`src/rtl/rotation_pkg.sv`:
```
// Shared types and constants for the rotation/mode/frame-count control stage.
package rotation_pkg;

  typedef logic [5:0] deg_t;
  typedef logic [2:0] mode_t;
  typedef logic [6:0] cnt_t;

  typedef enum logic [1:0] {
    IDLE   = 2'd0,
    HOLD   = 2'd1,
    REPEAT = 2'd2
  } step_state_e;

  // Millidegrees per angle LSB; the display decoder's x45>>3 conversion relies on it.
  localparam int unsigned DEG_STEP_MDEG = 5625;

endpackage

```
`src/rtl/rotation_ctrl_key_repeat.sv`:
```
// Angle-key edge detection with press-and-hold auto-repeat; emits a one-cycle step and its direction.
//   state  | meaning
//   IDLE   | no step key being tracked, waiting for a fresh press
//   HOLD   | first step taken, counting down the initial repeat delay
//   REPEAT | auto-repeating, one step every REPEAT_PERIOD cycles
module key_repeat
  import rotation_pkg::*;
#(
  parameter int unsigned REPEAT_DELAY  = 25_000_000,
  parameter int unsigned REPEAT_PERIOD = 5_000_000
) (
  input  logic clk,
  input  logic rst,
  input  logic key_inc,
  input  logic key_dec,
  output logic step,
  output logic step_up
);

  localparam int unsigned TMAX = (REPEAT_DELAY > REPEAT_PERIOD) ? REPEAT_DELAY : REPEAT_PERIOD;
  localparam int TW = $clog2(TMAX + 1);

  step_state_e   state;
  logic [TW-1:0] timer;
  logic          inc_q, dec_q, inc_armed, dec_armed, dir_up_q;
  logic          inc_rise, dec_rise, dir_valid, dir_same, timer_zero;

  // A key held through reset stays masked until it has been seen low once.
  assign inc_rise   = key_inc & ~inc_q & inc_armed;
  assign dec_rise   = key_dec & ~dec_q & dec_armed;
  assign dir_valid  = key_inc ^ key_dec;
  assign dir_same   = dir_valid && (key_inc == dir_up_q);
  assign timer_zero = (timer == '0);
  assign step_up    = key_inc;

  always_comb begin
    step = 1'b0;
    unique case (state)
      IDLE:         step = (inc_rise | dec_rise) & dir_valid;
      HOLD, REPEAT: step = dir_same & timer_zero;
      default:      step = 1'b0;
    endcase
  end

  always_ff @(posedge clk) begin
    if (rst) begin
      state     <= IDLE;
      timer     <= '0;
      inc_q     <= 1'b0;
      dec_q     <= 1'b0;
      inc_armed <= 1'b0;
      dec_armed <= 1'b0;
      dir_up_q  <= 1'b0;
    end else begin
      inc_q     <= key_inc;
      dec_q     <= key_dec;
      inc_armed <= inc_armed | ~key_inc;
      dec_armed <= dec_armed | ~key_dec;
      unique case (state)
        IDLE: begin
          if (step) begin
            timer    <= TW'(REPEAT_DELAY - 1);
            dir_up_q <= key_inc;
            state    <= HOLD;
          end
        end
        HOLD, REPEAT: begin
          if (!dir_same) begin
            state <= IDLE;
          end else if (timer_zero) begin
            timer <= TW'(REPEAT_PERIOD - 1);
            state <= REPEAT;
          end else begin
            timer <= timer - 1'b1;
          end
        end
        default: state <= IDLE;
      endcase
    end
  end

endmodule

```
`src/rtl/rotation_ctrl.sv`:
```
// Button-to-display control: shadow/active rotation angle applied at frame start, mode index, frame counter.
module rotation_ctrl
  import rotation_pkg::*;
#(
  parameter int unsigned REPEAT_DELAY  = 25_000_000,
  parameter int unsigned REPEAT_PERIOD = 5_000_000,
  parameter int unsigned NUM_MODES     = 8,
  parameter int unsigned CNT_MAX       = 99
) (
  input  logic       i_clk,
  input  logic       i_rst,
  input  logic       i_key_inc,
  input  logic       i_key_dec,
  input  logic       i_key_mode,
  input  logic       i_frame_start,
  output logic [5:0] o_deg,
  output logic [2:0] o_mode,
  output logic [6:0] o_counter,
  output logic       o_pending
);

  deg_t shadow, shadow_d, deg_d;
  logic step, step_up;
  logic mode_q, mode_armed, mode_rise;

  key_repeat #(
    .REPEAT_DELAY (REPEAT_DELAY),
    .REPEAT_PERIOD(REPEAT_PERIOD)
  ) u_key_repeat (
    .clk    (i_clk),
    .rst    (i_rst),
    .key_inc(i_key_inc),
    .key_dec(i_key_dec),
    .step   (step),
    .step_up(step_up)
  );

  assign mode_rise = i_key_mode & ~mode_q & mode_armed;

  // Frame start applies the shadow as it stood before this edge; a coincident step waits a frame.
  always_comb begin
    shadow_d = shadow;
    if (step) shadow_d = step_up ? shadow + deg_t'(1) : shadow - deg_t'(1);
    deg_d = i_frame_start ? shadow : deg_t'(o_deg);
  end

  always_ff @(posedge i_clk) begin
    if (i_rst) begin
      shadow     <= '0;
      o_deg      <= '0;
      o_pending  <= 1'b0;
      o_mode     <= '0;
      o_counter  <= '0;
      mode_q     <= 1'b0;
      mode_armed <= 1'b0;
    end else begin
      shadow     <= shadow_d;
      o_deg      <= deg_d;
      o_pending  <= (shadow_d != deg_d);
      mode_q     <= i_key_mode;
      mode_armed <= mode_armed | ~i_key_mode;
      if (mode_rise)
        o_mode <= (o_mode == mode_t'(NUM_MODES - 1)) ? '0 : o_mode + 1'b1;
      if (i_frame_start)
        o_counter <= (o_counter == cnt_t'(CNT_MAX)) ? '0 : o_counter + 1'b1;
    end
  end

endmodule

```
`config.mk`:
```
export PLATFORM = sky130hd
export DESIGN_NAME = rotation_ctrl
export DESIGN_NICKNAME = d
export VERILOG_FILES = /design/src/rtl/rotation_pkg.sv /design/src/rtl/rotation_ctrl_key_repeat.sv /design/src/rtl/rotation_ctrl.sv
export SDC_FILE = /design/constraint.sdc
export NUM_CORES = 1
export LEC_CHECK = 0
export CAP_MARGIN = 15
export CORE_AREA = 2 2 79 81
export CTS_BUF_LIST = sky130_fd_sc_hd__clkbuf_16
export CTS_CLUSTER_SIZE = 16
export DETAILED_ROUTE_END_ITERATION = 12
export DIE_AREA = 0 0 81 83
export PLACE_DENSITY = 0.77
export SLEW_MARGIN = 20
export SYNTH_ARGS = -nofsm -noshare
export SYNTH_HDL_FRONTEND = slang
export SYNTH_HIERARCHICAL = 1
export SYNTH_SLANG_ARGS = --single-unit
```
`constraint.sdc`:
```
create_clock -name i_clk -period 4.34 [get_ports i_clk]
set_clock_uncertainty 0.2 [all_clocks]
set_input_delay 0.434 -clock i_clk [delete_from_list [all_inputs] [get_ports i_clk]]
set_output_delay 0.434 -clock i_clk [all_outputs]
set_load 0.01 [all_outputs]
```
Yosys cells after proc, flatten, opt, wreduce, memory -nomap -nowiden
Index checks and enable logic that the tools add are counted.
Widths: inputs -> output; s select.
{ "totals": {"register_bits": 57, "input_bits": 6, "out_inout_bits": 17, "word_cells": 69} }
{ "op_classes": {"n_addsub": 5, "eq_ne": 9, "mux": 14, "bitwise": 19, "n_reduce_logical": 8} }
{ "ops": {"columns": ["cell", "count"], "rows": [
  ["$mux 25", 3],
  ["$pmux 25 s2", 1],
  ["$logic_not 25->1", 1],
  ["$sub 25x1->25 const B", 1],
  ["$mux 6", 3],
  ["$and 1x1->1", 8],
  ["$add 7x1->7 const B", 1],
  ["$eq 7x7->1 const B", 1],
  ["$mux 7", 1],
  ["$add 6x1->6 const B", 1],
  ["$mux 2", 3],
  ["$ne 6x6->1", 1],
  ["$not 1->1", 6],
  ["$sub 6x1->6 const B", 1],
  ["$or 1x1->1", 4],
  ["$pmux 2 s2", 1],
  ["$reduce_and 2->1", 2],
  ["$add 3x1->3 const B", 1],
  ["$eq 3x3->1 const B", 1],
  ["$mux 3", 1],
  ["$ne 3x3->1 const B", 1],
  ["$reduce_and 3->1", 1],
  ["$eq 2x1->1 const B", 1],
  ["$eq 2x2->1 const B", 1],
  ["9 further kinds", 9]
]} }

Depth between registers and ports, before layout
{ "logic_depth": {"ltp_word": 8, "mapped_depth": 15, "ltp_nobuf": 12} }

Modules after synthesis
The synthesis kept the hierarchy.
{ "modules_own_cells": {"columns": ["module", "instances", "cells_each", "area_per_inst_um2", "seq_area_each_um2"], "rows": [
  ["key_repeat", 1, 244, 1999.4, 640.6],
  ["rotation_ctrl", 1, 138, 1328.8, 500.5]
]} }

Worst setup path before layout
Ideal clock, no wire load.
{ "synth_path": {"path_type": "flip-flop to flip-flop", "from": "reg u_key_repeat.timer[14]", "to": "reg o_pending", "setup_time_ns": 0.130, "arrival_ns": 2.965, "required_time_ns": 4.010, "slack_ns": 1.045, "stages_incl_launch_ff": 13, "n_path_buf": 2, "synth_period_minus_slack_ns": 3.295, "cell_sequence": "dfxtp_1 > or4_4 > or4_4 > buf_6 > nor3_1 > nor2_1 > nor2_1 > buf_2 > or4b_1 > a31oi_1 > a211oi_2 > xnor3_1 > a31oi_1"} }
{ "synth_between": {"elab_chain_len": 5} }
{ "synth_rtl": {"columns": ["element", "line_no", "rtl"], "rows": [
  ["from (decl)", "rotation_ctrl_key_repeat.sv:24", "logic [TW-1:0] timer;"],
  ["from (signal assigned)", "rotation_ctrl_key_repeat.sv:62", "timer <= TW'(REPEAT_DELAY - 1);"],
  ["from (signal assigned)", "rotation_ctrl_key_repeat.sv:71", "timer <= TW'(REPEAT_PERIOD - 1);"],
  ["from (signal assigned)", "rotation_ctrl_key_repeat.sv:74", "timer <= timer - 1'b1;"],
  ["$logic_not 25->1", "rotation_ctrl_key_repeat.sv:33", "assign timer_zero = (timer == '0);"],
  ["$and 1x1->1", "rotation_ctrl_key_repeat.sv:40", "HOLD, REPEAT: step = dir_same & timer_zero;"],
  ["$pmux 1 s2", "rotation_ctrl_key_repeat.sv:38", "unique case (state)"],
  ["via step", "rotation_ctrl.sv:23", "logic step, step_up;"],
  ["$mux 6", "rotation_ctrl.sv:43", "if (step) shadow_d = step_up ? shadow + deg_t'(1) : shadow - deg_t'(1);"],
  ["$ne 6x6->1", "rotation_ctrl.sv:59", "o_pending <= (shadow_d != deg_d);"],
  ["to (signal assigned)", "rotation_ctrl.sv:59", null],
  ["to (decl)", "rotation_ctrl.sv:19", "output logic o_pending"]
]} }
The timed path passes the listed nets, and every way through them passes these cells.
A chain may end at the register's enable or synchronous reset.

Worst setup path after layout
{ "layout_path": {"from": "reg u_key_repeat.state[0]", "to": "reg o_pending"} }
{ "layout_between": {"elab_chain_len": 5, "elab_cells_between_ends": 7, "classes_between": "eq/ne: 3; mux: 2; reduce/logical: 2"} }
{ "layout_rtl": {"columns": ["element", "line_no", "rtl"], "rows": [
  ["from (decl)", "rotation_ctrl_key_repeat.sv:23", "step_state_e state;"],
  ["from (signal assigned)", "rotation_ctrl_key_repeat.sv:47", "state <= IDLE;"],
  ["from (signal assigned)", "rotation_ctrl_key_repeat.sv:64", "state <= HOLD;"],
  ["from (signal assigned)", "rotation_ctrl_key_repeat.sv:69", "state <= IDLE;"],
  ["$eq 2x1->1 or $eq 2x2->1 (tied branches)", "rotation_ctrl_key_repeat.sv:38", null],
  ["$reduce_or 2->1", "rotation_ctrl_key_repeat.sv:38", null],
  ["$pmux 1 s2 *", "rotation_ctrl_key_repeat.sv:38", null],
  ["via step", "rotation_ctrl.sv:23", null],
  ["$mux 6 *", "rotation_ctrl.sv:43", null],
  ["$ne 6x6->1 *", "rotation_ctrl.sv:59", null]
]} }
Mark *: on every way through the listed nets, which the timed path passes. The rest lies on a longest branch.

==> results.yml <==
setup_path:
  timing.rr.start: "u_key_repeat/state[0]$_SDFFE_PP0P_"
  cpPeakStageDelay_ns: 0.72
  worstReg2RegEnd: "o_pending$_SDFF_PP0_"
  cp.required_ns: 4.40
  cp-end-kind: "flip-flop"
  cp.arrival_ns: 3.58
  path_cells: "inv_1 > ha_1 > nand4b_1 > and2_1 > nor3_1 > nor2_1 > nor2_1 > buf_4 > or4b_1 > a31oi_1 > a211oi_2 > xnor3_1 > a31oi_1"
  path_class: "flip-flop to flip-flop"
  worstPathMaxFanout: 20
  rrSetupSlack_ns: 0.82
  cp_slowest_cell: "ha_1"
  reg2reg_depth: 13
  critPathLaunchType: "flip-flop"
drt:
  drc: 0
  routed_via_density: 6.24
  num_vias: 2989
  wl_per_cell_microns: 16.8
  drt_wl_total_mm: 8.06
  drt_iter0_drc: 314
  detail_route.first_pass.iterations: 5
  ant_nets: 0
final_layout:
  drive_gt1_share_pct: 9.16
  post_layout_nonfiller_instances: 479
  areaGrowthSynthToFinish_pct: 17.0
  nFillCells: 488
  mostFrequentLayoutCells: "dfxtp_1 (57), nor2_1 (42), inv_1 (23)"
  final_common_cell: "dfxtp_1"
  fin_nets: 416
  post-route-util_pct: 66.9
  fin_area_sq_mm: 0.00389
  antenna_cells: 0
yosys:
  syn_area_sq_mm: 0.00333
  syn_avg_cell_area_sq_um: 8.71
  synth_edf_count: 0
  synth_area_leader_cell: "dfxtp_1"
  ys.flop_type: "dfxtp_1"
  ys_seq_area_share_pct: 34.3
  ys_ff_latch: 57
  ys_async_sr_fraction_pct: 0
  synthesis.nets: 399
  synthCells: 382
  synthDistinctLibCells: 71
  synth_area_leaders: "dfxtp_1 (34%), nor2_1 (4.7%), ha_1 (3.8%)"
  yosys_warnings: 6
  synth_top_cell_area_share_pct: 34.3
clocking:
  tritoncts: "done"
  post-cts-setup-buffers: 0
  cts_root_buf: "clkbuf_16"
  cts.htree.levels: 3
  clockBufferDepth: 2
  cts.repair.resized: 0
  cts_buffers: 9
  postCtsHoldBufs: 0
  clkTransAtPathRegs_ns: 0.05
  clock_latency_ns: 0.33
  clock_sinks: 57
global_route:
  grt_max_degree: 31
  grt_antenna_before_repair: 0
  grt_overflow: 0
  grt_pass1_wl_mm: 13.6
  grt_pass1_vias: 2957
  gr-usage-all-layers_pct: 26.0
floorplan:
  die_w_microns: 81
  start_util_pct: 57.2
  core_area_sq_mm: 0.00582
  rows: 28
  die_area_sq_mm: 0.00672
  io_pins: 23
  die_y_microns: 83
timing:
  tns_ns: 0
  timing.hold.ws_ns: 0.245
  setup_viol: 0
  fmax_mhz: 284
  fin_crit_ns: 3.52
  tightestPinTransition_ns: 0.991
  hold_violations: 0
  rsz0062_at_grt: "no"
  slew_viol_final: 0
  period_share_pct: 81.1
  slew_headroom_pct: 33.1
placement:
  place_area_sq_mm: 0.00358
  gp_congestion: 0.895
  io_buffers: 22
  hpwl_mm: 5.43
  post-place-cells: 463
power:
  power_density_mw_per_mm2: 448
  leakage_nw: 1.53
  ir_drop_v: 0.000277
min_path:
  hold_start: "mode_armed$_SDFF_PP0_"
  hold_end: "mode_armed$_SDFF_PP0_"
  min-delay-path-class: "flip-flop to flip-flop"
  min_path_cells: 2
run:
  cap_viol_max_count: 0
run_status:
  status: "finished clean"
cells in the mapped netlist (7+ instances only):
master,number
nor2_1,42
nor2b_1,7
a32o_1,8
dfxtp_1,57
ha_1,10
and2_1,8
o22ai_1,8
nand2_1,16
clkbuf_1,13
xor2_1,9
a21oi_1,15
mux2i_1,12
xnor2_1,7
nor3_1,14
or3_1,7
inv_1,22
o21ai_0,11
nand4_1,7
a221oi_1,7
stage by stage:
step,setup slack [ns],power (W)
2_1_floorplan,1.04,0.000913
3_3_place_gp,0.942,0.000997
3_5_place_dp,0.849,0.00101
4_1_cts,0.879,0.00175
5_1_grt,0.503,0.00183
6_report,0.819,0.00175
power by group:
group	leakage [nW]	switching, W	internal, W
Combinational	0.908	0.000240	0.000166
Clock	0.158	0.000243	0.000496
Sequential	0.466	0.0000382	0.000562
Total	1.53	0.000521	0.00122
sequential cells by signal, summed over array words and instances (netlist names), 2 cells and up:
| name | flops |
|---|---|
| u_key_repeat/timer | 25 |
| o_counter | 7 |
| o_deg | 6 |
| shadow | 6 |
| o_mode | 3 |
| u_key_repeat/state | 2 |
worst max-delay path: cells and delay by family (launching register included):
kind / cells / cell delay, ns
AOI/OAI and AO/OA: 3 / 0.42
DFF: 1 / 0.33
adders and majority gates: 1 / 0.72
and+or+nand+nor: 6 / 1.35
buffers and inverters: 2 / 0.25
xor gates and xnor gates: 1 / 0.18
metal layers:
metal / wire [microns] / vias up / global-route usage [%]
met5: 0 / - / 0
met4: 159 / 0 / 15.6
met3: 494 / 14 / 4.24
met2: 4000 / 121 / 41.8
met1: 3400 / 1395 / 32.1
li1: - / 1459 / -
logic make-up (layout without fill, tap and decap cells):
group	after synthesis	in the layout	share of synthesized area, %
adder cells (fa/ha/maj)	11	11	4.36
flip-flops	57	57	34.3
XOR/XNOR	19	19	6.24
AND/OR/NAND/NOR	139	139	22.7
buffers and inverters	45	67	5.79
multiplexers	13	13	3.95
AO/OA/AOI/OAI	98	98	22.6
layout make-up:
cell class | instances | area [sq um] | share of cell area (%)
inverter | 23 | 86.3 | 2.22
timing repair buffer | 28 | 265 | 6.81
sequential | 57 | 1140 | 29.3
clock inverter | 7 | 86.3 | 2.22
tap | 75 | 93.8 | 2.41
multi-input combinational | 280 | 1990 | 51.2
clock buffer | 9 | 225 | 5.79
how the worst max path moves through the flow:
stage	start	end	slack, ns
final	u_key_repeat/state[0]$_SDFFE_PP0P_	o_pending$_SDFF_PP0_	0.82
after global routing	u_key_repeat/state[0]$_SDFFE_PP0P_	o_pending$_SDFF_PP0_	0.50
after CTS	u_key_repeat/state[0]$_SDFFE_PP0P_	o_pending$_SDFF_PP0_	0.88
after detailed placement	i_key_inc	o_pending$_SDFF_PP0_	0.85
after global placement	i_key_inc	o_pending$_SDFF_PP0_	0.94
after floorplan	u_key_repeat/timer[14]$_SDFFE_PP0P_	o_pending$_SDFF_PP0_	1.04
Note: power is estimated with default switching activity, not from simulation.
